**src/rtl/fetch_pkg.sv**
```systemverilog
// Purpose: shared widths, defaults and types for the instruction fetch stage.
// Latency: n/a (declarations only).
// Backpressure: n/a.
package fetch_pkg;

    localparam int PC_W   = 16;
    localparam int INST_W = 16;

    localparam logic [PC_W-1:0] DEF_RESET_PC = 16'h0000;
    localparam int              DEF_PC_STEP  = 4;

    // FETCH: request slot free or holding a request whose data will be kept.
    // DROP : an outstanding request's response must be thrown away.
    typedef enum logic {
        FETCH = 1'b0,
        DROP  = 1'b1
    } fetch_state_t;

    typedef struct packed {
        logic [PC_W-1:0]   pc;
        logic [INST_W-1:0] inst;
    } fetch_entry_t;

endpackage

```
**src/rtl/fetch_fifo.sv**
```systemverilog
// Purpose: DEPTH-entry synchronous prefetch FIFO of {pc, inst}; flush overrides push/pop.
// Latency: a push is visible at the head the cycle after it is written.
// Backpressure: none internally; the caller never pushes when full or pops when empty.
// Ports: clock/reset_n; push+push_dat, pop, flush in; count, head_vld, head_dat out.
module fetch_fifo
    import fetch_pkg::*;
#(
    parameter  int DEPTH = 4,
    localparam int PTR_W = $clog2(DEPTH),
    localparam int CNT_W = $clog2(DEPTH + 1)
) (
    input  logic             clock,
    input  logic             reset_n,
    input  logic             push,
    input  fetch_entry_t     push_dat,
    input  logic             pop,
    input  logic             flush,
    output logic [CNT_W-1:0] count,
    output logic             head_vld,
    output fetch_entry_t     head_dat
);

    fetch_entry_t     mem_q [DEPTH];
    fetch_entry_t     mem_d [DEPTH];
    logic [PTR_W-1:0] wr_ptr_q, wr_ptr_d;
    logic [PTR_W-1:0] rd_ptr_q, rd_ptr_d;
    logic [CNT_W-1:0] count_q, count_d;

    always_comb begin
        mem_d    = mem_q;
        wr_ptr_d = wr_ptr_q;
        rd_ptr_d = rd_ptr_q;
        count_d  = count_q;
        if (flush) begin
            wr_ptr_d = '0;
            rd_ptr_d = '0;
            count_d  = '0;
        end else begin
            if (push) begin
                mem_d[wr_ptr_q] = push_dat;
                wr_ptr_d        = wr_ptr_q + PTR_W'(1);
            end
            if (pop) begin
                rd_ptr_d = rd_ptr_q + PTR_W'(1);
            end
            case ({push, pop})
                2'b10:   count_d = count_q + CNT_W'(1);
                2'b01:   count_d = count_q - CNT_W'(1);
                default: count_d = count_q;
            endcase
        end
    end

    // Storage is reset too so the head outputs read zero out of reset.
    always_ff @(posedge clock or negedge reset_n) begin
        if (!reset_n) begin
            for (int i = 0; i < DEPTH; i++) begin
                mem_q[i] <= '0;
            end
            wr_ptr_q <= '0;
            rd_ptr_q <= '0;
            count_q  <= '0;
        end else begin
            mem_q    <= mem_d;
            wr_ptr_q <= wr_ptr_d;
            rd_ptr_q <= rd_ptr_d;
            count_q  <= count_d;
        end
    end

    assign count    = count_q;
    assign head_vld = (count_q != '0);
    assign head_dat = mem_q[rd_ptr_q];

endmodule

```
**src/rtl/fetch_unit.sv**
```systemverilog
// Purpose: owns the PC, issues req/ack word fetches, buffers {pc, inst} for execute.
// Latency: ack in cycle N -> inst_valid in N+1 (empty FIFO); redirect clears output next cycle.
// Backpressure: inst_ready low fills the FIFO; no new request is issued once it would be full.
// Ports: clock/reset_n; imem_req/imem_addr/imem_ack/imem_rdata to memory;
//        inst_valid/inst/inst_pc/inst_ready to execute; redirect_valid/redirect_pc from branch.
module fetch_unit
    import fetch_pkg::*;
#(
    parameter int              DEPTH    = 4,
    parameter logic [PC_W-1:0] RESET_PC = DEF_RESET_PC,
    parameter int              PC_STEP  = DEF_PC_STEP
) (
    input  logic              clock,
    input  logic              reset_n,
    output logic              imem_req,
    output logic [PC_W-1:0]   imem_addr,
    input  logic              imem_ack,
    input  logic [INST_W-1:0] imem_rdata,
    output logic              inst_valid,
    output logic [INST_W-1:0] inst,
    output logic [PC_W-1:0]   inst_pc,
    input  logic              inst_ready,
    input  logic              redirect_valid,
    input  logic [PC_W-1:0]   redirect_pc
);

    localparam int              CNT_W   = $clog2(DEPTH + 1);
    localparam logic [CNT_W-1:0] DEPTH_C = CNT_W'(DEPTH);
    localparam logic [PC_W-1:0]  STEP_C  = PC_W'(PC_STEP);
    localparam logic [PC_W-1:0]  PC_MASK = ~(STEP_C - PC_W'(1));

    fetch_state_t     state_q, state_d;
    logic [PC_W-1:0]  fetch_pc_q, fetch_pc_d;
    logic [PC_W-1:0]  imem_addr_q, imem_addr_d;
    logic             imem_req_q, imem_req_d;
    logic [PC_W-1:0]  redir_pc;
    logic             ack_fire, push, pop, head_vld;
    logic [CNT_W-1:0] count, count_next;
    fetch_entry_t     push_dat, head_dat;

    assign redir_pc = redirect_pc & PC_MASK;
    assign ack_fire = imem_req_q & imem_ack;
    // Only a FETCH-state response is kept; a redirect discards the same-cycle push/pop.
    assign push     = ack_fire & (state_q == FETCH) & ~redirect_valid;
    assign pop      = head_vld & inst_ready & ~redirect_valid;
    assign push_dat = '{pc: fetch_pc_q, inst: imem_rdata};

    always_comb begin
        count_next = count;
        if (redirect_valid) begin
            count_next = '0;
        end else begin
            case ({push, pop})
                2'b10:   count_next = count + CNT_W'(1);
                2'b01:   count_next = count - CNT_W'(1);
                default: count_next = count;
            endcase
        end
    end

    // In FETCH imem_addr always tracks fetch_pc, so a pending request keeps its
    // address simply by fetch_pc not moving until the ack.
    always_comb begin
        state_d     = state_q;
        fetch_pc_d  = fetch_pc_q;
        imem_addr_d = imem_addr_q;
        imem_req_d  = imem_req_q;
        if (push) begin
            fetch_pc_d = fetch_pc_q + STEP_C;
        end
        if (redirect_valid) begin
            fetch_pc_d = redir_pc;
        end
        case (state_q)
            FETCH: begin
                if (redirect_valid && imem_req_q && !imem_ack) begin
                    // Memory cannot cancel: hold req/addr and discard the reply later.
                    state_d = DROP;
                end else begin
                    imem_addr_d = fetch_pc_d;
                    imem_req_d  = (count_next < DEPTH_C);
                end
            end
            DROP: begin
                if (ack_fire) begin
                    state_d     = FETCH;
                    imem_addr_d = fetch_pc_d;
                    imem_req_d  = (count_next < DEPTH_C);
                end
            end
            default: state_d = FETCH;
        endcase
    end

    always_ff @(posedge clock or negedge reset_n) begin
        if (!reset_n) begin
            state_q     <= FETCH;
            fetch_pc_q  <= RESET_PC;
            imem_addr_q <= RESET_PC;
            imem_req_q  <= 1'b0;
        end else begin
            state_q     <= state_d;
            fetch_pc_q  <= fetch_pc_d;
            imem_addr_q <= imem_addr_d;
            imem_req_q  <= imem_req_d;
        end
    end

    fetch_fifo #(
        .DEPTH (DEPTH)
    ) u_fifo (
        .clock    (clock),
        .reset_n  (reset_n),
        .push     (push),
        .push_dat (push_dat),
        .pop      (pop),
        .flush    (redirect_valid),
        .count    (count),
        .head_vld (head_vld),
        .head_dat (head_dat)
    );

    assign imem_req   = imem_req_q;
    assign imem_addr  = imem_addr_q;
    assign inst_valid = head_vld;
    assign inst       = head_dat.inst;
    assign inst_pc    = head_dat.pc;

endmodule

```
**config.mk**
```make
export PLATFORM = sky130hd
export DESIGN_NAME = fetch_unit
export DESIGN_NICKNAME = d
export VERILOG_FILES = /design/src/rtl/fetch_pkg.sv /design/src/rtl/fetch_fifo.sv /design/src/rtl/fetch_unit.sv
export SDC_FILE = /design/constraint.sdc
export NUM_CORES = 1
export LEC_CHECK = 0
export BUFFER_PORTS_ARGS = -buffer_cell sky130_fd_sc_hd__buf_2
export CAP_MARGIN = 20
export CORE_MARGIN = 2
export CORE_UTILIZATION = 55
export CTS_CLUSTER_DIAMETER = 150
export DETAILED_ROUTE_END_ITERATION = 16
export HOLD_SLACK_MARGIN = 0.15
export PLACE_DENSITY = 0.8
export SLEW_MARGIN = 10
export SYNTH_ARGS = -nofsm -noshare
export SYNTH_HDL_FRONTEND = slang
export SYNTH_SLANG_ARGS = --single-unit
```
**constraint.sdc**
```tcl
create_clock -name clock -period 3.02 [get_ports clock]
set_input_delay 0.604 -clock clock [delete_from_list [all_inputs] [get_ports clock]]
set_output_delay 0.604 -clock clock [all_outputs]
set_load 0.02 [all_outputs]
```
==> metrics.txt <==
result of the run=complete, no violations; share of total power in sequential cells=0.462; DIE WIDTH=121 um; proportion of power drawn by combinational gates=0.191; register bit count reported by yosys=169; clock-pin slew on the worst setup and hold paths=0.06 ns; Die ar.=14700 um^2; maximum number of pins on one net before global-route repair=78; gpl congestion=0.817; leakage=4.11 nW; clock latency on the worst-skew pair=~0.42 ns; number of routed nets with antenna violations=0; area inside the core boundary=13300 um^2; worst-case clock buffer depth=2; synthesis warning total=0; max_cap viols=0; CTS H-Tree Depth=4; first drt pass iteration count=4; relative slew slack=0.538; clock sinks=169; Setup crit start kind=register; Root Buffer=sky130_fd_sc_hd__clkbuf_16; post-synthesis to final-layout area growth=17.2%; number of setup violations in the final report=0; Final Hold Fails=0; worst slack after detailed placement=0.321 ns; post-DP HPWL=~10 mm; starting density of the core=0.568; top cells by area, synth=sky130_fd_sc_hd__dfrtp_1 (56%), sky130_fd_sc_hd__mux2_2 (21%), sky130_fd_sc_hd__mux4_2 (9.5%); Hold WC Path Type=input pin to asynchronous set/reset pin; antenna violations before repair=0; post-synthesis instance area=7580 um^2; post-layout utilization of the core=0.666; Die H=121 um; total power of the final layout=around 0.0065 W; worst-case setup margin in the final layout=0.375 ns; Main synth FF type=sky130_fd_sc_hd__dfrtp_1; post-cts resize count=0; post-CTS setup buffer count=0; upper clock frequency limit=378 MHz; period utilisation layout=0.876; average via count per standard cell=5.81; Int Pwr=0.00482 W; FP Rows=42; unrepaired setup endpoints after global routing=no; mean cell area of the mapped netlist=14.5 um^2; number of top-level design ports=between 80 and 90; TritonCTS buffer count=17; hold-fix buffers at CTS=0; power density cells=733 nW/um^2; Final Slew Violations=0; TNS Setup=0 ns; antenna cell count=0; Tot GR Track Use=0.232; count of unique library cells instantiated by Yosys=40; EDFF count, synth=0; most frequent cell after synthesis=sky130_fd_sc_hd__dfrtp_1; number of nets in the finished design=654; DRT Wirelength=15.7 mm; total overflow reported by the global router=0; number of I/O port buffers=84; worst-margin pin slew=a little under 0.7 ns; maximum vdd ir drop=0.432 mV; share of total power consumed by net switching=0.259; share of Yosys cell area claimed by the top area cell type=0.558; most frequent cells after synthesis=sky130_fd_sc_hd__dfrtp_1 (169), sky130_fd_sc_hd__mux2_2 (139), sky130_fd_sc_hd__mux4_2 (32), sky130_fd_sc_hd__nand2_1 (22); worst-path maximum fanout=11; Clock power frac=0.347; proportion of register bits with asynchronous set or reset after synthesis=1.00; fraction of final layout cells with drive strength greater than 1=0.491; total number of vias=4634; critical path launch point=u_fifo.rd_ptr_q[0]; number of global-route vias before repair=between 5000 and 6000; startpoint-to-endpoint class of the critical path=register to output port; global-route wire length before repair=between 20 and 30 mm; required time of the critical path=between 2 and 2.5 ns; post-synthesis instance total=~520; post-layout min period=between 2 and 3 ns; Sw Pwr=0.00169 W; drc violations=0; biggest area consumer among synthesized cells=sky130_fd_sc_hd__dfrtp_1; count of routing violations after the opening detailed-route iteration=about 270; wire per inst=19.7 um; sort of element at the end of the critical path=output port; fillers=975; Crit path arrival time=2.04 ns; Synthesized Nets=569; sequential-to-total area share from yosys stat=0.558; TritonCTS clock tree=yes; clock skew=around 0.009 ns; reg-to-reg startpoint=u_fifo.count[0]
## power groups by stage
stage / clock network, W / logic (W) / registers, W
after floorplan: 0 / 0.000881 / 0.00296
after global placement: 0 / 0.00120 / 0.00298
after detailed placement: 0 / 0.00126 / 0.00305
after CTS: 0.00229 / 0.00127 / 0.00301
after global routing: 0.00237 / 0.00135 / 0.00306
final: 0.00226 / 0.00125 / 0.00301
## cells in the final DEF, fill, tap and decap left out, types with 7 or more instances in the layout
cell,count
sky130_fd_sc_hd__dfrtp_1,168
sky130_fd_sc_hd__nand2_1,22
sky130_fd_sc_hd__mux4_2,32
sky130_fd_sc_hd__ha_1,7
sky130_fd_sc_hd__o21ai_0,11
sky130_fd_sc_hd__buf_4,10
sky130_fd_sc_hd__mux2_2,139
sky130_fd_sc_hd__nor2_1,16
sky130_fd_sc_hd__inv_1,7
sky130_fd_sc_hd__nand3_1,18
sky130_fd_sc_hd__nor2b_1,8
sky130_fd_sc_hd__clkbuf_16,17
sky130_fd_sc_hd__buf_2,83
## registers in the layout (all words and copies together) (netlist names)
name and flops:
u_fifo.mem_q 128, fetch_pc_q 16, imem_addr 16, u_fifo.count 3
u_fifo.rd_ptr_q 2, u_fifo.wr_ptr_q 2, imem_req 1, state_q 1
## critical path, stage by stage, from the launching register on
cell                      delay (ns)
sky130_fd_sc_hd__dfrtp_2        0.61
sky130_fd_sc_hd__buf_4          0.28
sky130_fd_sc_hd__mux4_2         0.54
sky130_fd_sc_hd__buf_2          0.18
## logic make-up (layout without fill, tap and decap cells)
logic type,count (synthesis),count (layout),share of synthesized area
buffers and inverters,41,138,0.0208
XOR/XNOR,8,8,0.00924
adder cells (fa/ha/maj),8,8,0.0142
AO/OA/AOI/OAI,30,30,0.0243
AND/OR/NAND/NOR,94,94,0.0680
multiplexers,174,174,0.306
flip-flops,169,169,0.558
## metal layers
metal,vias to the layer above,track usage,routed length [um]
met5,-,0,0
li1,2092,-,-
met3,17,0.0522,758
met2,135,0.399,8060
met4,0,0.0639,157
met1,2390,0.298,6760
## final timing paths
| check | depth (start not counted) | slack (ns) | to |
|---|---|---|---|
| worst max-delay path | 3 | 0.38 | inst_pc[7] |
| worst min-delay path | 1 | 0.20 | u_fifo.mem_q[2] |
| worst max register to register | 9 | 0.46 | imem_req |
| worst min register to register | 1 | 0.50 | imem_addr[6] |
| max in group asynchronous | 2 | 1.94 | u_fifo.mem_q[4] |
| min in group clock | 3 | 0.41 | fetch_pc_q[7] |
## through the flow
| step | hold WS [ns] | cell area, um^2 | instances |
|---|---|---|---|
| after floorplan | 0.308 | 7580 | 524 |
| after global placement | 0.481 | 8260 | 766 |
| after detailed placement | 0.488 | 8260 | 766 |
| after CTS | 0.226 | 8890 | 797 |
| after global routing | 0.242 | 8890 | 797 |
| final | 0.195 | 8890 | 797 |
## layout make-up
| class | instances | area (um^2) | share of cell area |
|---|---|---|---|
| well taps | 176 | 220 | 0.0248 |
| clock buffers | 25 | 515 | 0.0580 |
| inverters | 9 | 36.3 | 0.00408 |
| flip-flops and latches | 169 | 4230 | 0.476 |
| multi-input cells | 314 | 3190 | 0.359 |
| repair buffers | 98 | 582 | 0.0655 |
| clock inverters | 6 | 110 | 0.0124 |
Power figures use the tool's default switching activity.
